### config.mk
export PLATFORM = sky130hd
export DESIGN_NAME = ahbl_master_arbiter
export DESIGN_NICKNAME = d
export VERILOG_FILES = /design/src/rtl/ahbl_master_arbiter.sv
export SDC_FILE = /design/constraint.sdc
export NUM_CORES = 1
export LEC_CHECK = 0
export BUFFER_PORTS_ARGS = -buffer_cell sky130_fd_sc_hd__buf_2
export CORE_AREA = 2 2 123 125
export DETAILED_ROUTE_END_ITERATION = 7
export DIE_AREA = 0 0 125 127
export PLACE_DENSITY = 0.62
export SKIP_LAST_GASP = 1
export SLEW_MARGIN = 5
export SYNTH_ARGS = -nofsm -noshare
export SYNTH_HDL_FRONTEND = slang
export SYNTH_SLANG_ARGS = --single-unit
export TNS_END_PERCENT = 50
### constraint.sdc
create_clock -name clk -period 4.1 [get_ports clk]
set_clock_uncertainty 0.1 [all_clocks]
set_input_delay 0.82 -clock clk [delete_from_list [all_inputs] [get_ports clk]]
set_output_delay 0.82 -clock clk [all_outputs]
set_load 0.01 [all_outputs]
### src/rtl/ahbl_master_arbiter.sv
// Round-robin arbiter merging NUM_M AHB-Lite masters onto one downstream AHB-Lite port.
// Every master address phase is registered first, which costs each transfer one wait state.
module ahbl_master_arbiter #(
  parameter int ADDR_WIDTH = 32,
  parameter int DATA_WIDTH = 32,
  parameter int NUM_M      = 2
) (
  input  logic                             clk,
  input  logic                             rstn,
  input  logic [NUM_M-1:0][ADDR_WIDTH-1:0] m_haddr,
  input  logic [NUM_M-1:0][1:0]            m_htrans,
  input  logic [NUM_M-1:0]                 m_hwrite,
  input  logic [NUM_M-1:0][2:0]            m_hsize,
  input  logic [NUM_M-1:0]                 m_hmastlock,
  input  logic [NUM_M-1:0][DATA_WIDTH-1:0] m_hwdata,
  output logic [NUM_M-1:0][DATA_WIDTH-1:0] m_hrdata,
  output logic [NUM_M-1:0]                 m_hready,
  output logic [NUM_M-1:0]                 m_hresp,
  output logic [ADDR_WIDTH-1:0]            s_haddr,
  output logic [1:0]                       s_htrans,
  output logic                             s_hwrite,
  output logic [2:0]                       s_hsize,
  output logic                             s_hmastlock,
  output logic [DATA_WIDTH-1:0]            s_hwdata,
  input  logic [DATA_WIDTH-1:0]            s_hrdata,
  input  logic                             s_hready,
  input  logic                             s_hresp
);

  localparam int         IW        = (NUM_M > 2) ? 2 : 1;
  localparam logic [1:0] HT_IDLE   = 2'b00;
  localparam logic [1:0] HT_NONSEQ = 2'b10;
  localparam logic [1:0] HT_SEQ    = 2'b11;

  // Handshakes: a master phase is taken at a posedge with m_htrans NONSEQ/SEQ and
  // m_hready[m]=1; the downstream phase is taken at a posedge with s_htrans=NONSEQ and s_hready=1.

  logic [NUM_M-1:0][ADDR_WIDTH-1:0] pend_addr;
  logic [NUM_M-1:0][2:0]            pend_size;
  logic [NUM_M-1:0]                 pend_write;
  logic [NUM_M-1:0]                 pend_lock;
  logic [NUM_M-1:0]                 pend_vld;
  logic [NUM_M-1:0]                 capture;
  logic [NUM_M-1:0]                 elig;

  logic          aph_vld;
  logic [IW-1:0] aph_owner;
  logic          dph_vld;
  logic [IW-1:0] dph_owner;
  logic          lock_vld;
  logic [IW-1:0] lock_owner;
  logic [IW-1:0] rr_last;

  logic          hi_found, lo_found;
  logic [IW-1:0] hi_pick, lo_pick;
  logic          gnt_vld;
  logic [IW-1:0] gnt_idx;
  logic          accept;

  always_comb begin
    for (int j = 0; j < NUM_M; j++) begin
      capture[j] = m_hready[j] && (m_htrans[j] == HT_NONSEQ || m_htrans[j] == HT_SEQ);
      elig[j]    = pend_vld[j] && (!lock_vld || lock_owner == IW'(j));
    end
  end

  // Circular search after rr_last: prefer the lowest eligible index above rr_last,
  // otherwise wrap to the lowest eligible index overall.
  always_comb begin
    hi_found = 1'b0;
    lo_found = 1'b0;
    hi_pick  = '0;
    lo_pick  = '0;
    for (int j = NUM_M - 1; j >= 0; j--) begin
      if (elig[j]) begin
        lo_found = 1'b1;
        lo_pick  = IW'(j);
        if (IW'(j) > rr_last) begin
          hi_found = 1'b1;
          hi_pick  = IW'(j);
        end
      end
    end
  end

  // A phase stalled by s_hready=0 keeps its owner even if new requests arrive.
  assign gnt_vld = aph_vld || lo_found;
  assign gnt_idx = aph_vld ? aph_owner : (hi_found ? hi_pick : lo_pick);
  assign accept  = gnt_vld && s_hready;

  always_ff @(posedge clk) begin
    for (int j = 0; j < NUM_M; j++) begin
      if (capture[j]) begin
        pend_addr[j]  <= m_haddr[j];
        pend_size[j]  <= m_hsize[j];
        pend_write[j] <= m_hwrite[j];
        pend_lock[j]  <= m_hmastlock[j];
      end
    end
  end

  always_ff @(posedge clk) begin
    if (!rstn) begin
      pend_vld   <= '0;
      aph_vld    <= 1'b0;
      aph_owner  <= '0;
      dph_vld    <= 1'b0;
      dph_owner  <= '0;
      lock_vld   <= 1'b0;
      lock_owner <= '0;
      rr_last    <= IW'(NUM_M - 1);
    end else begin
      for (int j = 0; j < NUM_M; j++) begin
        if (capture[j]) begin
          pend_vld[j] <= 1'b1;
        end else if (accept && gnt_idx == IW'(j)) begin
          pend_vld[j] <= 1'b0;
        end
      end
      aph_vld <= gnt_vld && !s_hready;
      if (gnt_vld) begin
        aph_owner <= gnt_idx;
      end
      if (accept) begin
        dph_vld    <= 1'b1;
        dph_owner  <= gnt_idx;
        lock_vld   <= pend_lock[gnt_idx];
        lock_owner <= gnt_idx;
        rr_last    <= gnt_idx;
      end else if (s_hready) begin
        dph_vld <= 1'b0;
      end
    end
  end

  // Between locked transfers the downstream lock stays asserted through IDLE cycles.
  always_comb begin
    s_htrans    = HT_IDLE;
    s_haddr     = '0;
    s_hwrite    = 1'b0;
    s_hsize     = '0;
    s_hmastlock = lock_vld;
    if (gnt_vld) begin
      s_htrans    = HT_NONSEQ;
      s_haddr     = pend_addr[gnt_idx];
      s_hwrite    = pend_write[gnt_idx];
      s_hsize     = pend_size[gnt_idx];
      s_hmastlock = pend_lock[gnt_idx];
    end
    s_hwdata = m_hwdata[dph_owner];
    for (int j = 0; j < NUM_M; j++) begin
      m_hrdata[j] = s_hrdata;
      m_hready[j] = 1'b1;
      m_hresp[j]  = 1'b0;
      if (dph_vld && dph_owner == IW'(j)) begin
        m_hready[j] = s_hready;
        m_hresp[j]  = s_hresp;
      end else if (pend_vld[j]) begin
        m_hready[j] = 1'b0;
      end
    end
  end

endmodule

==> results of run 1 <==
[routing by layer]
metal | GRT usage [%] | vias to the layer above
li1 | - | 1448
met1 | 15.06 | 1430
met2 | 26.15 | 191
met3 | 4.606 | 38
met4 | 7.647 | 0
met5 | 0 | -
[final cells by class]
type	instances	area (sq um)
well taps	184	230.2
fillers	1425	9285
clock inverters	6	57.56
inverters	2	7.507
repair buffers	222	1136
flip-flops and latches	82	2382
multi-input cells	182	1096
clock buffers	10	229.0
[kinds of logic after synthesis]
kind of cell	count (synthesis)
multiplexers	35
buffers and inverters	84
other	1
AO/OA/AOI/OAI	53
flip-flops	82
AND/OR/NAND/NOR	93
[power groups by stage]
stage / logic [mW] / registers (mW) / clock network [mW]
5_1_grt: 0.638 / 1.04 / 0.834
3_5_place_dp: 0.589 / 1.05 / 0
3_3_place_gp: 0.581 / 1.04 / 0
6_report: 0.579 / 1.03 / 0.777
2_1_floorplan: 0.400 / 1.04 / 0
4_1_cts: 0.592 / 1.03 / 0.791
[state kept, by name (all words and copies together) (netlist names)]
| register | cells |
|---|---|
| lock_owner | 1 |
| pend_size | 6 |
| pend_write | 2 |
| rr_last | 1 |
| aph_vld | 1 |
| pend_lock | 2 |
| dph_vld | 1 |
| pend_vld | 2 |
| aph_owner | 1 |
| lock_vld | 1 |
| pend_addr | 64 |
[worst min-delay path: cells and delay by family, from the launching register on]
family / cells / cell delay, ns
AO/OA/AOI/OAI: 2 / 0.16
flip-flops: 1 / 0.33
[Yosys cell counts (3+ instances only)]
cell type and count:
a21oi_1 42, buf_2 7, buf_4 66, buf_6 3, clkbuf_1 6, dfxtp_1 8, edfxtp_1 74, mux2_2 32
mux2i_1 3, nand2_1 75, nor3b_1 3, o21ai_0 3
[path summary, 6_finish.rpt]
path / startpoint / depth (start not counted) / end
setup / recovery: lock_vld / 6 / s_haddr[23]
hold / removal: rr_last / 2 / rr_last
setup reg to reg: lock_owner / 4 / pend_addr[29]
hold reg to reg: rr_last / 2 / rr_last
[metrics by stage]
stage | total power, mW | hold WS (ns) | instances
final | 2.388 | 0.4226 | 688
after detailed placement | 1.638 | 0.4077 | 672
after floorplan | 1.442 | 0.3795 | 348
after global placement | 1.625 | 0.4016 | 672
after CTS | 2.416 | 0.4220 | 688
after global routing | 2.509 | 0.4644 | 688
==> impl_results.md, run 1 <==
* Status: complete, no violations
* Clk pwr share at 32.5%
* Layout cells sized above 1 at 54.37%
* Final worst slack at 0.8690 ns
* Worst slew margin at 34.20%
* TNS Setup at 0 ns
* Slew Limit Fails at 0
* RSZ-0062 raised after global routing: no
* Global Route Usage Sum at 14.48%
* Most frequent cells in the layout: buf_2, nand2_1, edfxtp_1
* Die ar. at 15880 sq um
* Post-Synth XOR/XNOR Area at 0%
* Layout Nets at 677
* Post-synth EDFFs at 74
* Drt via density at 4.516
* Initial antenna violation count at 0
* Mux share of post-synthesis cell area at 9.591%
* Crit share post-route at 78.80%
* Port Buf Inserts at 217
* Worst endpoint data arrival time at 2.31 ns
* Syn_nets at 526
* FF-to-FF setup slack at 1.75 ns
* Critical path's slowest cell: o31a_1
* Synth top area cells: edfxtp_1, buf_4, mux2_2
* Largest net degree at the start of global routing at 41
* Synth Register Bits at 82
* WL/cell at 17.63 microns
* Routed length on met3 at 1047 microns
* Crit-path max cell delay at 0.61 ns
* Worst setup EP type: primary output
* First-pass GRT wire length at 17710 microns
* Gr ovfl total at 0
* Post-synth top area share at 54.60%
* Die height at 127 microns
* Max Freq at 309.5 MHz
* Most common cell after layout, fill and taps aside: buf_2
* Psw at 0.6744 mW
* Max FO, Critical Path at 25
* Worst-path cell chain: nor2b_1 -> o31a_1 -> buf_12 -> nand2_1 -> a21oi_1 -> buf_2
* Sequential power share at 43.2%
* FP Rows at 44
* Sw frac at 28.24%
* Met2 WL at 6290 microns
* Synth warnings at 0
* Total number of vias at 3107
* Root buf cell: clkbuf_16
* DRT iter0 DRCs at 86
* Hold Path Class: reg -> reg
* Die width at 125 microns
* Initial Util at 28.22%
* CTS Hold Bufs at 0
* Setup crit start kind: register
* Max H-tree Level at 3
* Postcts setup bufs at 0
* Routed Antenna Nets at 0
* Peak supply drop at 0.0002960 V
* Cell Area, Synth at 4070 sq um
* Vias in the first global route at 3218
* Post-CTS sizing at 0
* Synth Area in Compound Gates at 7.439%
* Max Cap Violations at 0
* Min Tclk post-route at 3.231 ns
* Post-synth ARST share at 0%
* Detailed placement HPWL at 9316 microns
* Area leader, netlist: edfxtp_1
* Power Internal at 1.714 mW
* Top Ports at 317
* PwrDens at 464.7 nW/um^2
* Gate Count Post-Synth at 348
* Simple-gate share of the synthesized area at 9.745%
* Initial DRT Pass Iterations at 4
* Sink Count at 82
* Final hold violations at 0
* Met1 WL at 4256 microns
* Reg clk slew, reported paths at 0.05 ns
* Area growth from synthesis to layout at 26.25%
* CTS max path bufs at 2
* Final Util at 35.63%
* TritonCTS clock tree: built
* Leakage power at 2.258 nW
* Number of CTS-inserted buffers at 9
* Worst-margin pin slew at 0.9870 ns
* WP buf/inv at 2
* Count of different cell masters after synthesis at 31
* Synth Area in Adders at 0%
* Clock Latency Late Sink at 0.33 ns
* Ant. Diodes at 0
* Critical path class: reg -> out
* Delay-heaviest family, CP: compound AO/OA/AOI/OAI gates
* Fin area at 5139 sq um
* Setup violators final at 0
* Placed cell areas at 4852 sq um
* Gp weighted congestion at 0.8091
* Core area at 14420 sq um
* CP required at 3.18 ns
* Place WS at 1.195 ns
* DRC violations left at 0
* Mean Syn Cell Area at 11.70 sq um
* Routed WL at 12130 microns
* Main combinational cell family by area after synthesis: buffers and inverters
* Max layer used: met4
* Dominant synthesized flop cell: edfxtp_1
* Seq/Total Area, Yosys at 58.53%
* Logic gate share of total power at 24.2%
No activity file was read; power rests on OpenSTA's default activity.
==> run 2, diff against run 1 <==
--- a/config.mk
+++ b/config.mk
@@ -6,10 +6,10 @@
 export NUM_CORES = 1
 export LEC_CHECK = 0
 export BUFFER_PORTS_ARGS = -buffer_cell sky130_fd_sc_hd__buf_2
-export CORE_AREA = 2 2 123 125
+export CORE_AREA = 2 2 124 126
 export DETAILED_ROUTE_END_ITERATION = 7
-export DIE_AREA = 0 0 125 127
-export PLACE_DENSITY = 0.62
+export DIE_AREA = 0 0 126 128
+export PLACE_DENSITY = 0.61
 export SKIP_LAST_GASP = 1
 export SLEW_MARGIN = 5
 export SYNTH_ARGS = -nofsm -noshare
==> constraint.sdc (replaced) <==
create_clock -name clk -period 3.2 [get_ports clk]
set_clock_uncertainty 0.1 [all_clocks]
set_input_delay 0.64 -clock clk [delete_from_list [all_inputs] [get_ports clk]]
set_output_delay 0.64 -clock clk [all_outputs]
set_load 0.01 [all_outputs]
==> impl_results.md, run 2 (synthesis gave the netlist of run 1 again) <==
* Min Tclk post-route at 2.928 ns
* Dpl cells at 678
* Number of CTS-inserted buffers at 9
* Setup violators final at 0
* Total number of vias at 3123
* Sink Count at 82
* Peak supply drop at 0.0003923 V
* Max H-tree Level at 3
* CP Launch Point: lock_vld
* Status: complete, no violations
* Largest registers: pend_addr: 64 flops, pend_size: 6 flops
* TNS Setup at 0 ns
* Die ar. at 16130 sq um
* Gr ovfl total at 0
* FF-to-FF setup slack at 0.90 ns
* FF-to-FF End: pend_write[0]
* Most frequent cells in the layout: buf_2, nand2_1, edfxtp_1
* RSZ-0062 raised after global routing: no
* Initial antenna violation count at 0
* Stages on worst setup path at 6
* Top Ports at 317
* WL/cell at 17.24 microns
* Leakage power at 2.264 nW
* Delay-heaviest family, CP: compound AO/OA/AOI/OAI gates
* Number of fill cells in the layout at 1514
* Global Route Usage Sum at 13.97%
* Reg2Reg Depth at 5
* Vias in the first global route at 3016
* Worst endpoint data arrival time at 2.19 ns
* CTS Hold Bufs at 0
* TritonCTS clock tree: built
* Final Util at 34.63%
* Final hold violations at 0
* DRC violations left at 0
* Port Buf Inserts at 217
* Max Cap Violations at 0
* Routed Antenna Nets at 0
* Largest net degree at the start of global routing at 40
* Ant. Diodes at 0
* Detailed placement HPWL at 9027 microns
* Slew Limit Fails at 0
* Area growth from synthesis to layout at 26.47%
* Layout Cells excl Fill at 694
* Postcts setup bufs at 0
* End of the critical path: s_haddr[9]
* Initial Util at 27.38%
* Die width at 126 microns
* Layout Nets at 679
* Setup crit start kind: register
* Max Freq at 341.5 MHz
* Core area at 14860 sq um
* Reg clk slew, reported paths at 0.06 ns
* Worst slew margin at 61.03%
* Worst setup EP type: primary output
* Root buf cell: clkbuf_16
* CTS max path bufs at 2
* Most common cell after layout, fill and taps aside: buf_2
* Post-CTS sizing at 0
* Hold Path Class: in -> reg
* Layout cells sized above 1 at 54.55%
* Die height at 128 microns
* Min-Delay Path Depth at 1
* FP Rows at 45
* Drt via density at 4.500
* Critical path's slowest cell: o31a_2
* Worst-path cell chain: nor2b_1 -> o31a_2 -> buf_12 -> nand2_1 -> a21oi_1 -> buf_2
* Initial DRT Pass Iterations at 4
* Largest reg by FF count: pend_addr
* WP buf/inv at 2
* Max reg flops at 64
* Crit share post-route at 91.51%
* Worst-margin pin slew at 0.5846 ns
* Routed WL at 11960 microns
* Worst reg2reg path startpoint: lock_owner
* Gp weighted congestion at 0.9147
* Crit-path max cell delay at 0.51 ns
* Critical path class: reg -> out
* CP required at 2.46 ns
* First-pass GRT wire length at 16970 microns
* PwrDens at 583.8 nW/um^2
* DRT iter0 DRCs at 131
* Max FO, Critical Path at 20
* Clock Latency Late Sink at 0.34 ns
[run 2: changes by cell type in the layout (fill, tap and decap cells not counted)]
| cell | previous run | this run |
|---|---|---|
| buf_12 | 1 | 2 |
| buf_4 | 4 | 5 |
| bufinv_16 | 1 | 0 |
| clkinv_1 | 3 | 4 |
| clkinvlp_4 | 2 | 1 |
| inv_6 | 0 | 1 |
| o31a_1 | 1 | 0 |
| o31a_2 | 0 | 1 |
[run 2: worst min-delay path by stage]
stage | slack (ns) | endpoint | start
5_1_grt | 0.35 | pend_addr[37] | m_haddr[37]
3_5_place_dp | 0.43 | pend_vld[0] | pend_vld[0]
2_1_floorplan | 0.38 | pend_vld[0] | pend_vld[0]
4_1_cts | 0.36 | pend_addr[6] | m_haddr[6]
3_3_place_gp | 0.40 | rr_last | rr_last
6_report | 0.37 | pend_addr[6] | m_haddr[6]
[run 2: power breakdown]
group	switching [mW]	internal, mW	leakage (nW)
clock network	0.404	0.518	0.125
registers	0.0342	1.28	0.774
logic	0.443	0.321	1.36
[run 2: cell type report]
| type | instances | area, sq um | area share [%] |
|---|---|---|---|
| Sequential cell | 82 | 2382 | 46.28 |
| Timing Repair Buffer | 224 | 1164 | 22.61 |
| Multi-Input combinational cell | 182 | 1097 | 21.32 |
| Tap cell | 188 | 235.2 | 4.570 |
| Clock buffer | 10 | 229.0 | 4.448 |
| Clock inverter | 6 | 32.53 | 0.6320 |
| Inverter | 2 | 7.507 | 0.1458 |
[run 2: per-stage QoR]
step | setup slack (ns) | hold WS, ns | cell area (sq um) | total power, mW
5_1_grt | 0.1246 | 0.3539 | 5147 | 3.154
2_1_floorplan | 0.4953 | 0.3795 | 4070 | 1.847
3_3_place_gp | 0.6476 | 0.4001 | 4886 | 2.103
6_report | 0.2718 | 0.3697 | 5147 | 3.005
4_1_cts | 0.2252 | 0.3565 | 5147 | 3.041
3_5_place_dp | 0.6046 | 0.4326 | 4886 | 2.114
[run 2: metal layers]
layer | part of all wire, % | vias up | wire length, microns | GRT usage [%]
li1 | - | 1453 | - | -
met1 | 39 | 1457 | 4680 | 16.49
met2 | 49 | 182 | 5875 | 23.66
met3 | 9.4 | 31 | 1129 | 4.382
met4 | 2.3 | 0 | 277 | 5.818
met5 | 0 | - | 0 | 0
